File: src/rtl/seg7_pkg.sv
// Shared constants for the seven-segment display blocks: digit count,
// special nibble codes, inactive output levels and the segment table.
package seg7_pkg;

    localparam int NUM_DIGITS = 8;

    localparam logic [3:0] NIB_SEP   = 4'hB;
    localparam logic [3:0] NIB_BLANK = 4'hF;

    localparam logic [6:0] SEG_OFF = 7'h7F;
    localparam logic [7:0] AN_OFF  = 8'hFF;

    // Active-low {g,f,e,d,c,b,a} patterns, entry 15 leftmost, entry 0 rightmost.
    // 0xB renders as a dash (separator) and 0xF is fully blank.
    localparam logic [15:0][6:0] SEG_TABLE = {
        7'h7F, 7'h06, 7'h21, 7'h46, 7'h3F, 7'h08, 7'h10, 7'h00,
        7'h78, 7'h02, 7'h12, 7'h19, 7'h30, 7'h24, 7'h79, 7'h40
    };

endpackage

File: src/rtl/seg7_decode.sv
// Nibble to active-low seven-segment decoder. Every one of the 16 codes
// has a defined pattern, so the output can never go unknown.
module seg7_decode (
    input  logic [3:0] nib,
    output logic [6:0] seg
);
    import seg7_pkg::*;

    // Table lookup of the segment pattern for the incoming nibble.
    always_comb begin
        seg = SEG_TABLE[nib];
    end

endmodule

File: src/rtl/seg7_scan.sv
// Multiplexed 8-digit seven-segment scanner. Steps through the digits one
// slot at a time, blanks all anodes at the start of every slot to stop
// ghosting, latches the display word once per frame so a frame never
// tears, and can blink individual digits at a slow frame-derived rate.
module seg7_scan #(
    parameter int DIV          = 12500,
    parameter int BLANK_CYC    = 250,
    parameter int BLINK_FRAMES = 250
) (
    input  logic        clk,
    input  logic        reset,
    input  logic [31:0] value,
    input  logic [7:0]  dp_mask,
    input  logic [7:0]  blink_mask,
    output logic [7:0]  an,
    output logic [6:0]  seg,
    output logic        dp,
    output logic        frame_tick
);
    import seg7_pkg::*;

    localparam int CW = $clog2(DIV);
    localparam int FW = (BLINK_FRAMES > 1) ? $clog2(BLINK_FRAMES) : 1;
    localparam int IW = $clog2(NUM_DIGITS);

    localparam logic [CW-1:0] CNT_LAST   = CW'(DIV - 1);
    localparam logic [CW-1:0] CNT_ONE    = CW'(32'd1);
    localparam logic [CW-1:0] BLANK_LIM  = CW'(BLANK_CYC);
    localparam logic [FW-1:0] FCNT_LAST  = FW'(BLINK_FRAMES - 1);
    localparam logic [FW-1:0] FCNT_ONE   = FW'(32'd1);
    localparam logic [IW-1:0] IDX_LAST   = IW'(NUM_DIGITS - 1);
    localparam logic [IW-1:0] IDX_ONE    = IW'(32'd1);

    // Scan state
    logic [CW-1:0] cnt_q, cnt_d;
    logic [IW-1:0] idx_q, idx_d;
    logic [FW-1:0] fcnt_q, fcnt_d;
    logic          bph_q, bph_d;

    // Per-frame snapshot of the inputs
    logic [31:0]   snap_val_q, snap_val_d;
    logic [7:0]    snap_dp_q, snap_dp_d;
    logic [7:0]    snap_blink_q, snap_blink_d;

    // Output registers
    logic [7:0]    an_q, an_d;
    logic [6:0]    seg_q, seg_d;
    logic          dp_q, dp_d;
    logic          ft_q, ft_d;

    // Combinational helpers
    logic          frame_start_s;
    logic          slot_end_s;
    logic          frame_end_s;
    logic          blank_s;
    logic          blink_off_s;
    logic [3:0]    nib_s;
    logic [6:0]    dec_seg_s;

    assign frame_start_s = (cnt_q == '0) && (idx_q == '0);
    assign slot_end_s    = (cnt_q == CNT_LAST);
    assign frame_end_s   = slot_end_s && (idx_q == IDX_LAST);
    assign blank_s       = (cnt_q < BLANK_LIM);
    assign blink_off_s   = snap_blink_q[idx_q] & bph_q;
    assign nib_s         = snap_val_q[{idx_q, 2'b00} +: 4];

    seg7_decode u_decode (
        .nib (nib_s),
        .seg (dec_seg_s)
    );

    // Next-state for slot counter, digit index, frame counter and blink phase.
    always_comb begin
        cnt_d  = cnt_q;
        idx_d  = idx_q;
        fcnt_d = fcnt_q;
        bph_d  = bph_q;
        if (slot_end_s) begin
            cnt_d = '0;
            if (idx_q == IDX_LAST) begin
                idx_d = '0;
            end else begin
                idx_d = idx_q + IDX_ONE;
            end
            if (frame_end_s) begin
                if (fcnt_q == FCNT_LAST) begin
                    fcnt_d = '0;
                    bph_d  = ~bph_q;
                end else begin
                    fcnt_d = fcnt_q + FCNT_ONE;
                end
            end else begin
                fcnt_d = fcnt_q;
            end
        end else begin
            cnt_d = cnt_q + CNT_ONE;
        end
    end

    // Latch the display inputs once per frame, on the first cycle of digit 0.
    always_comb begin
        snap_val_d   = snap_val_q;
        snap_dp_d    = snap_dp_q;
        snap_blink_d = snap_blink_q;
        if (frame_start_s) begin
            snap_val_d   = value;
            snap_dp_d    = dp_mask;
            snap_blink_d = blink_mask;
        end else begin
            snap_val_d   = snap_val_q;
            snap_dp_d    = snap_dp_q;
            snap_blink_d = snap_blink_q;
        end
    end

    // Output values for the next cycle: dark during the anti-ghost window,
    // otherwise the current digit, with its segments suppressed while blinking.
    always_comb begin
        an_d  = AN_OFF;
        seg_d = SEG_OFF;
        dp_d  = 1'b1;
        ft_d  = frame_start_s;
        if (blank_s) begin
            an_d  = AN_OFF;
            seg_d = SEG_OFF;
            dp_d  = 1'b1;
        end else begin
            an_d = ~(8'd1 << idx_q);
            if (blink_off_s) begin
                seg_d = SEG_OFF;
                dp_d  = 1'b1;
            end else begin
                seg_d = dec_seg_s;
                dp_d  = ~snap_dp_q[idx_q];
            end
        end
    end

    // Scan state registers.
    always_ff @(posedge clk) begin
        if (reset) begin
            cnt_q  <= '0;
            idx_q  <= '0;
            fcnt_q <= '0;
            bph_q  <= 1'b0;
        end else begin
            cnt_q  <= cnt_d;
            idx_q  <= idx_d;
            fcnt_q <= fcnt_d;
            bph_q  <= bph_d;
        end
    end

    // Snapshot registers.
    always_ff @(posedge clk) begin
        if (reset) begin
            snap_val_q   <= 32'h0000_0000;
            snap_dp_q    <= 8'h00;
            snap_blink_q <= 8'h00;
        end else begin
            snap_val_q   <= snap_val_d;
            snap_dp_q    <= snap_dp_d;
            snap_blink_q <= snap_blink_d;
        end
    end

    // Output registers; reset forces a dark display.
    always_ff @(posedge clk) begin
        if (reset) begin
            an_q  <= AN_OFF;
            seg_q <= SEG_OFF;
            dp_q  <= 1'b1;
            ft_q  <= 1'b0;
        end else begin
            an_q  <= an_d;
            seg_q <= seg_d;
            dp_q  <= dp_d;
            ft_q  <= ft_d;
        end
    end

    assign an         = an_q;
    assign seg        = seg_q;
    assign dp         = dp_q;
    assign frame_tick = ft_q;

endmodule

File: config.mk
export PLATFORM = sky130hd
export DESIGN_NAME = seg7_scan
export DESIGN_NICKNAME = d
export VERILOG_FILES = /design/src/rtl/seg7_pkg.sv /design/src/rtl/seg7_decode.sv /design/src/rtl/seg7_scan.sv
export SDC_FILE = /design/constraint.sdc
export NUM_CORES = 1
export LEC_CHECK = 0
export BUFFER_PORTS_ARGS = -buffer_cell sky130_fd_sc_hd__buf_2
export CORE_MARGIN = 5
export CORE_UTILIZATION = 38
export CTS_CLUSTER_DIAMETER = 120
export CTS_CLUSTER_SIZE = 10
export DETAILED_ROUTE_END_ITERATION = 7
export SLEW_MARGIN = 20
export SYNTH_ARGS = -nofsm -noshare
export SYNTH_HDL_FRONTEND = slang
export SYNTH_SLANG_ARGS = --single-unit
File: constraint.sdc
create_clock -name clk -period 4.9 [get_ports clk]
set_clock_uncertainty 0.15 [all_clocks]
set_input_delay 0.49 -clock clk [delete_from_list [all_inputs] [get_ports clk]]
set_output_delay 0.49 -clock clk [all_outputs]
set_load 0.005 [all_outputs]
==> results_dict.tcl <==
set metrics [dict create \
    status "finished clean" \
    drc 0 \
    cts-root-buf "clkbuf_8" \
    numCtsBuffers 9 \
    netlist.area_leader.share_pct 46.0 \
    slew_headroom_pct 41.0 \
    hold_buffers 0 \
    yosysTopAreaCell "dfxtp_1" \
    irDropWorstVdd_mv 0.122 \
    firstDrtPassIters 6 \
    slew_viol_final 0 \
    syn-num-nets 518 \
    dpl.hpwl_um 5980 \
    pin_count 67 \
    n_fill_cell 1013 \
    synth_most_common_cell "nand2_1" \
    synth.distinct_cells 41 \
    cellPowerDensity_nw_per_um2 331 \
    yosysSeqAreaShare_pct 46.0 \
    portBuffers 66 \
    synth_common_cells "nand2_1, dfxtp_1, a21oi_1" \
    maxCapViolations 0 \
    setup_viol 0 \
    setup_tns_ns 0 \
    synth_compound_area_share_pct 10.1 \
    grt_pass1_vias 3092 \
    area_delta_synth_final_pct 15.8 \
    path_clk_slew_ns 0.10 \
    place_inst 634 \
    antenna_found_initial 0 \
    gp_congestion 0.820 \
    post_cts_buffers 0 \
    ctsHtreeMaxLevel 3 \
    synth_top_family_by_area "simple AND/OR/NAND/NOR gates" \
    holdCritPathClass "input pin to flop" \
    nNetsFinal 574 \
    cts_resized 0 \
    period_share_pct 64.1 \
    final_util_pct 44.8 \
    worst_slack_ns 1.76 \
    grt_start_max_net_pins 56 \
    yosys.area_share.simple_pct 22.4 \
    synthAdderAreaFrac_pct 4.74 \
    ys.flop_type "dfxtp_1" \
    die_h_um 112 \
    ant_nets 0 \
    timing.fmax_mhz 318 \
    ys_seq_elements 91 \
    gr-total-overflow 0 \
    power_leakage_nw 1.79 \
    core_area_um2 10200 \
    clk_path_buf_depth 2 \
    detailedRoute.firstIterationViolations 146 \
    place_ws_ns 1.75 \
    drt-vias-per-instance 4.87 \
    synth_area_leaders "dfxtp_1, nand2_1, mux4_2, a21oi_1, ha_1" \
    diodes 0 \
    grt_use_total_pct 14.1 \
    wirelength_um 8480 \
    crit_type "flop to flop" \
    crit_path_max_fanout 15 \
    cts_tree "built" \
    async_reset_ff_share_pct 0 \
    wl_per_cell_um 13.0 \
    synth_mux_area_share_pct 8.90 \
    cp-end-kind "flop" \
    die_w_um 112 \
    cp.arrival_ns 3.20 \
    drive_above_1_share_pct 21.0 \
    instances_no_fill 650 \
    tightest_slew_ns 0.884 \
    initial_utilization_pct 38.7 \
    start_kind "flop" \
    hold_violations 0 \
    synth-edff-count 0 \
    vias 3164 \
    netlist_area_um2 3960 \
    period_needed_ns 3.14 \
    cts.sinks 91 \
    syn_area_per_cell_um2 8.75 \
    yosys_warnings 0 \
    syn_inst 453 \
    clkLatencyLatePin_ns 0.36 \
    grt_pass1_wl_um 14600 \
    rsz0062_at_grt "false" \
    cp.required_ns 4.95 \
    synthXorXnorAreaFrac_pct 3.76 \
    die_area_um2 12600 \
    rows 37 \
]
-- power by group --
| part | internal, mW | switching, mW |
|---|---|---|
| clock | 0.246 | 0.287 |
| combinational | 0.0741 | 0.109 |
| sequential | 0.780 | 0.0209 |
-- worst paths after layout --
| path | slack, ns | depth (start not counted) | to | from |
|---|---|---|---|---|
| max | 1.76 | 8 | seg[6]$_SDFF_PP1_ | idx_q[1]$_SDFFE_PP0N_ |
| min | 0.21 | 3 | snap_val_q[18]$_SDFFE_PP0P_ | value[18] |
| min reg2reg | 0.30 | 2 | snap_blink_q[7]$_SDFFE_PP0P_ | snap_blink_q[7]$_SDFFE_PP0P_ |
| max reg2reg | 1.76 | 8 | seg[6]$_SDFF_PP1_ | idx_q[1]$_SDFFE_PP0N_ |
-- placed cells by master, fill, tap and decap left out, drive strengths merged --
master,count
xnor2,7
a311oi,1
nor3,4
nand4,6
nor4b,1
nand3b,1
nand3,15
a21boi,1
buf,70
ha,15
clkinv,2
and3,3
nor4,5
nor2b,1
xor2,10
o221ai,2
and2,4
mux2i,6
clkbuf,9
o21ai,8
bufinv,1
a211oi,3
nor2,33
a21oi,54
or2,1
nand2,120
or3,5
or4,1
mux2,2
clkinvlp,1
a22o,1
mux4,12
inv,15
o211ai,3
dfxtp,91
-- sequential cells by signal, summed over array words and instances (netlist names) --
signal and cells:
idx_q 3, seg 7, dp 1, snap_blink_q 8, bph_q 1, cnt_q 14, snap_val_q 32, frame_tick 1
snap_dp_q 8, fcnt_q 8, an 8
-- cells by family after synthesis --
| family | Yosys count |
|---|---|
| and+or+nand+nor | 200 |
| DFF | 91 |
| AOI/OAI and AO/OA | 73 |
| buffers and inverters | 37 |
| muxes | 20 |
| xor gates and xnor gates | 17 |
| adders and majority gates | 15 |
-- per-layer routing --
layer	global-route usage, %	vias to the layer above	routed length (um)
li1	-	1638	-
met1	19.9	1438	4320
met2	20.9	79	3640
met3	3.23	9	386
met4	5.29	0	129
met5	0	-	0
-- through the flow --
step	area [um^2]	hold slack [ns]	power, mW
2_1_floorplan	3960	0.279	0.943
3_3_place_gp	4380	0.286	0.997
3_5_place_dp	4380	0.291	1.00
4_1_cts	4590	0.191	1.54
5_1_grt	4590	0.186	1.60
6_report	4590	0.210	1.52
-- critical path, stage by stage (launching register included) --
cell and delay (ns):
dfxtp_1 0.86, mux4_2 0.59, mux2i_1 0.49, inv_1 0.20
ha_1 0.29, inv_1 0.08, nor2_1 0.04, a21oi_1 0.15
o221ai_1 0.14
-- final cells by class --
class / count / area, um^2 / area share (%)
clock inverters: 7 / 83.8 / 1.83
clock buffers: 9 / 124 / 2.70
multi-input cells: 325 / 1980 / 43.2
inverters: 12 / 45.0 / 0.982
flip-flops and latches: 91 / 1820 / 39.7
repair buffers: 70 / 360 / 7.85
well taps: 136 / 170 / 3.71
Note: power is estimated with default switching activity, not from simulation.
